### src/rtl/menu_config_nav.sv
// Menu navigator: walks NUM_FIELDS setting fields, moves a cursor with arrow keys
// (including auto-repeat), and commits one one-hot selection per field.
module menu_config_nav #(
    parameter int                      NUM_FIELDS    = 4,
    parameter int                      MAX_OPTS      = 16,
    parameter logic [8*NUM_FIELDS-1:0] FIELD_OPTS    = 32'h10_04_02_06,
    parameter bit                      WRAP          = 1'b1,
    parameter int                      HOLD_CYCLES   = 25_000_000,
    parameter int                      REPEAT_CYCLES = 5_000_000,
    localparam int                     FW            = (NUM_FIELDS > 1) ? $clog2(NUM_FIELDS) : 1,
    localparam int                     CW            = $clog2(MAX_OPTS)
) (
    input  logic                           clock,
    input  logic                           reset,
    input  logic                           start,
    input  logic                           right_arrow_pressed,
    input  logic                           left_arrow_pressed,
    input  logic                           back_pressed,
    input  logic                           enter_pressed,
    output logic                           menu_active,
    output logic [FW-1:0]                  field_idx,
    output logic [CW-1:0]                  cursor,
    output logic [NUM_FIELDS*MAX_OPTS-1:0] sel_onehot,
    output logic                           config_valid,
    output logic                           done
);

    localparam int                 RW      = $clog2(HOLD_CYCLES + REPEAT_CYCLES + 1);
    localparam logic [RW-1:0]      HOLD_V  = RW'(HOLD_CYCLES);
    localparam logic [RW-1:0]      REP_END = RW'(HOLD_CYCLES + REPEAT_CYCLES);
    localparam logic [FW-1:0]      LAST_F  = FW'(NUM_FIELDS - 1);
    localparam logic [MAX_OPTS-1:0] OPT0   = MAX_OPTS'(1);

    typedef enum logic [1:0] {IDLE, BROWSE, DONE} state_t;

    state_t        state;
    logic          start_q, right_q, left_q, back_q, enter_q;
    logic          start_qq, right_qq, left_qq, back_qq, enter_qq;
    logic [RW-1:0] rep_cnt;

    logic          start_ev, right_ev, left_ev, back_ev, enter_ev;
    logic          held_right, held_left, rep_fire, step_up, step_dn;
    logic [RW-1:0] rep_next;
    logic [7:0]    cur_opts;
    logic [CW-1:0] cur_last, cur_up, cur_dn;
    logic [CW-1:0] field_enc [NUM_FIELDS];

    // Two-stage key pipeline: the second stage lets us see 0->1 transitions.
    always_ff @(posedge clock or negedge reset) begin
        if (!reset) begin
            {start_q, right_q, left_q, back_q, enter_q}      <= '0;
            {start_qq, right_qq, left_qq, back_qq, enter_qq} <= '0;
        end else begin
            {start_q, right_q, left_q, back_q, enter_q} <=
                {start, right_arrow_pressed, left_arrow_pressed, back_pressed, enter_pressed};
            {start_qq, right_qq, left_qq, back_qq, enter_qq} <=
                {start_q, right_q, left_q, back_q, enter_q};
        end
    end

    always_comb begin
        start_ev   = start_q & ~start_qq;
        right_ev   = right_q & ~right_qq;
        left_ev    = left_q & ~left_qq;
        back_ev    = back_q & ~back_qq;
        enter_ev   = enter_q & ~enter_qq;
        held_right = right_q & ~left_q;
        held_left  = left_q & ~right_q;
        rep_next   = rep_cnt + 1'b1;
        rep_fire   = (held_right | held_left) & ((rep_next == HOLD_V) | (rep_next == REP_END));
        step_up    = (right_ev & ~left_ev) | (rep_fire & held_right);
        step_dn    = (left_ev & ~right_ev) | (rep_fire & held_left);

        cur_opts = FIELD_OPTS[8*field_idx +: 8];
        cur_last = CW'(cur_opts - 8'd1);

        if (cursor == cur_last) cur_up = WRAP ? '0 : cursor;
        else                    cur_up = cursor + 1'b1;
        if (cursor == '0)       cur_dn = WRAP ? cur_last : '0;
        else                    cur_dn = cursor - 1'b1;
    end

    // Index of each field's committed option, used to reload the cursor.
    always_comb begin
        for (int f = 0; f < NUM_FIELDS; f++) begin
            field_enc[f] = '0;
            for (int b = 0; b < MAX_OPTS; b++) begin
                if (sel_onehot[MAX_OPTS*f + b]) field_enc[f] = CW'(b);
            end
        end
    end

    always_ff @(posedge clock or negedge reset) begin
        if (!reset) begin
            state        <= IDLE;
            menu_active  <= 1'b0;
            field_idx    <= '0;
            cursor       <= '0;
            sel_onehot   <= {NUM_FIELDS{OPT0}};
            config_valid <= 1'b0;
            done         <= 1'b0;
            rep_cnt      <= '0;
        end else begin
            done        <= 1'b0;
            menu_active <= (state == BROWSE);
            case (state)
                IDLE: begin
                    rep_cnt <= '0;
                    if (start_ev) begin
                        state        <= BROWSE;
                        field_idx    <= '0;
                        cursor       <= field_enc[0];
                        config_valid <= 1'b0;
                    end
                end
                BROWSE: begin
                    if (enter_ev) begin
                        rep_cnt <= '0;
                        sel_onehot[MAX_OPTS*field_idx +: MAX_OPTS] <= OPT0 << cursor;
                        if (field_idx == LAST_F) begin
                            state        <= DONE;
                            done         <= 1'b1;
                            config_valid <= 1'b1;
                        end else begin
                            field_idx <= field_idx + 1'b1;
                            cursor    <= field_enc[field_idx + 1'b1];
                        end
                    end else if (back_ev) begin
                        rep_cnt <= '0;
                        if (field_idx != '0) begin
                            field_idx <= field_idx - 1'b1;
                            cursor    <= field_enc[field_idx - 1'b1];
                        end
                    end else begin
                        if (step_up)      cursor <= cur_up;
                        else if (step_dn) cursor <= cur_dn;
                        // After the hold delay the counter cycles HOLD..HOLD+REPEAT.
                        if (!(held_right | held_left) || right_ev || left_ev) rep_cnt <= '0;
                        else if (rep_next == REP_END)                         rep_cnt <= HOLD_V;
                        else                                                  rep_cnt <= rep_next;
                    end
                end
                DONE: begin
                    state   <= IDLE;
                    rep_cnt <= '0;
                end
                default: state <= IDLE;
            endcase
        end
    end

endmodule

### config.mk
export PLATFORM = sky130hd
export DESIGN_NAME = menu_config_nav
export DESIGN_NICKNAME = d
export VERILOG_FILES = /design/src/rtl/menu_config_nav.sv
export SDC_FILE = /design/constraint.sdc
export NUM_CORES = 1
export LEC_CHECK = 0
export BUFFER_PORTS_ARGS = -buffer_cell sky130_fd_sc_hd__buf_2
export CAP_MARGIN = 10
export CORE_AREA = 2 2 106 108
export DETAILED_ROUTE_END_ITERATION = 8
export DIE_AREA = 0 0 108 110
export GPL_TIMING_DRIVEN = 0
export PLACE_DENSITY = 0.88
export SLEW_MARGIN = 40
export SYNTH_ARGS = -nofsm -noshare
export SYNTH_HDL_FRONTEND = slang
export SYNTH_SLANG_ARGS = --single-unit
### constraint.sdc
create_clock -name clock -period 4 [get_ports clock]
set_input_delay 0.6 -clock clock [delete_from_list [all_inputs] [get_ports clock]]
set_output_delay 0.6 -clock clock [all_outputs]
set_load 0.005 [all_outputs]
==> reports/qor.yml <==
status: "complete, no violations"
fmax_mhz: 271
gp_congestion: 0.944
synth_flop_cell: "dfrtp_1"
ys_seq_elements: 110
setup_violations: 0
p_total_uw: 3500
path_clk_slew_ps: 110
cts_tree: "yes"
start_util_pct: 57.4
netlist_area_um2: 6140
slowest_delay_ps: 650
ys_seq_area_share_pct: 44.9
cap_violations: 0
dieArea_um2: 11900
grt_pass1_vias: 5382
area_delta_synth_final_pct: 13.1
holdWs_ps: 54.8
antennaDiodeCount: 0
synthTopCellsByArea: "dfrtp_1 43%, o21ai_0 7.7%, nand2_1 6.8%, ha_1 3.5%, nor2_1 3.4%"
dp_slack_ps: 430
grt_use_total_pct: 29.9
hold_viol_final: 0
dieHeight_um: 110
period_needed_ps: 3700
power.leakage_uw: 0.00313
relSlewSlack_pct: 45.6
grt_max_degree: 72
synthCells: 694
fin_crit_sh_pct: 92.4
maxSlewViolCount: 0
synth_top_area_cell: "dfrtp_1"
layout-drive-gt1-share_pct: 16.2
coreArea_um2: 10700
cts_resized: 0
worstPathArrival_ps: 3970
yosys.area.top_type_share_pct: 43.2
htree_levels: 3
powerDensity_nw_per_um2: 504
drt_iter0_drc: 669
dp_hpwl_um: 12800
num_io_pins: 80
die_x_um: 108
drt-vias-per-instance: 6.29
hold_buffers: 0
worst_pin_slew_ps: 805
ys_types: 67
fin_area_um2: 6950
final_cell_mix: "111 x nand2_1, 106 x dfrtp_1, 94 x o21ai_0"
grt_pass1_wl_um: 27500
ant_nets: 0
finalWirelength_um: 17100
ctsLongestPathBuffers: 2
syn-num-nets: 718
cp_max_fo: 9
vias: 5846
start_kind: "flip-flop"
dr.pass1.iters: 5
fin_tns_setup_ps: 0
avgSynthCellArea_um2: 8.85
rows: 38
io_buffers: 79
overflow: 0
end_kind: "flip-flop"
cp_common_cell: "nor2_1"
hp-class: "in -> async"
worst_path_max_delay_cell: "nor4_2"
clock_skew_ps: 14.6
cts.sinks: 110
yosysWarnings: 0
critical_path_class: "reg -> reg"
placed_area_um2: 6760
synth-edff-count: 0
cts_buffers: 9
path_cells: "nand3_1 -> nor4_2 -> nand4_1 -> xnor2_1 -> or4_4 -> nor2_1 -> nor2_1 -> a21oi_1 -> o21ai_0"
post_cts_buffers: 0
clockRootBuffer: "clkbuf_8"
layout_commonest_cell: "nand2_1"
antenna_found_initial: 0
grt_setup_unrepaired: "false"
nets: 809
clk_latency_ps: 400
setup_slack_ps: 305
drc_errors: 0
crit_required_ps: 4280
irDropWorstVdd_uv: 380
synthArstFlopShare_pct: 100
routedWlPerCell_um: 18.4
==> synth_stat cells, types with 14 or more instances <==
library cell    n
inv_1          29
o21ai_0        94
nor3_1         16
ha_1           17
o31ai_1        20
nor2_1         55
dfrtp_1       106
a22o_1         14
nand2_1       111
nand3_1        23
a21oi_1        30
clkbuf_1       24
==> state kept, by name (all words and copies together), names as in the netlist <==
register      count
cursor            4
state             2
config_valid      1
left_q            1
field_idx         2
right_qq          1
rep_cnt          25
back_qq           1
start_qq          1
start_q           1
enter_q           1
done              1
enter_qq          1
menu_active       1
sel_onehot       64
right_q           1
left_qq           1
back_q            1
==> stage by stage <==
stage	cells	utilization, %
floorplan	694	-
global placement	913	62.7
detailed placement	914	63.1
CTS	930	64.9
global route	930	64.9
finish	930	64.9
==> final timing paths <==
path / startpoint / endpoint / slack, ps / depth (start not counted)
min in group clock: enter_pressed / enter_q / 300 / 1
max reg2reg: rep_cnt[10] / rep_cnt[23] / 300 / 9
min reg2reg: start_q / start_qq / 380 / 0
max in group asynchronous: reset / sel_onehot[16] / 3260 / 2
max: rep_cnt[10] / rep_cnt[23] / 300 / 9
min: reset / rep_cnt[0] / 50 / 1
==> cell type report <==
| cell class | count | area (um^2) |
|---|---|---|
| Clock buffer | 10 | 138 |
| Multi-Input combinational cell | 524 | 3110 |
| Sequential cell | 110 | 2760 |
| Inverter | 29 | 109 |
| Buffer | 31 | 171 |
| Timing Repair Buffer | 80 | 433 |
| Clock inverter | 6 | 53.8 |
| Fill cell | 919 | 3750 |
| Tap cell | 140 | 175 |
==> kinds of logic (layout without fill, tap and decap cells) <==
group	count (synthesis)	after routing	synth area share, %
buf+inv	60	156	4.56
simple gates	270	270	21.0
mux	10	10	1.75
xor+xnor	18	18	2.57
fa+ha+maj	17	17	3.46
flops	110	110	44.9
compound gates	209	209	21.7
==> critical path, delay by kind of cell, from the launching register on <==
family,cells,cell delay (ps)
and+or+nand+nor,6,2570
DFF,1,470
AOI/OAI and AO/OA,2,310
xor gates and xnor gates,1,230
==> power breakdown <==
group / switching (uW) / internal [uW] / leakage [uW]
Combinational: 916 / 539 / 0.00155
Clock: 419 / 256 / 0.000101
Sequential: 150 / 1220 / 0.00148
==> routing by layer <==
metal	vias up	global-route usage (%)	share of wire [%]
li1	2666	-	-
met1	2831	42.4	43
met2	308	45.4	45
met3	41	5.23	9.6
met4	0	12.6	2.5
met5	-	0	0
Note: power is estimated with default switching activity, not from simulation.
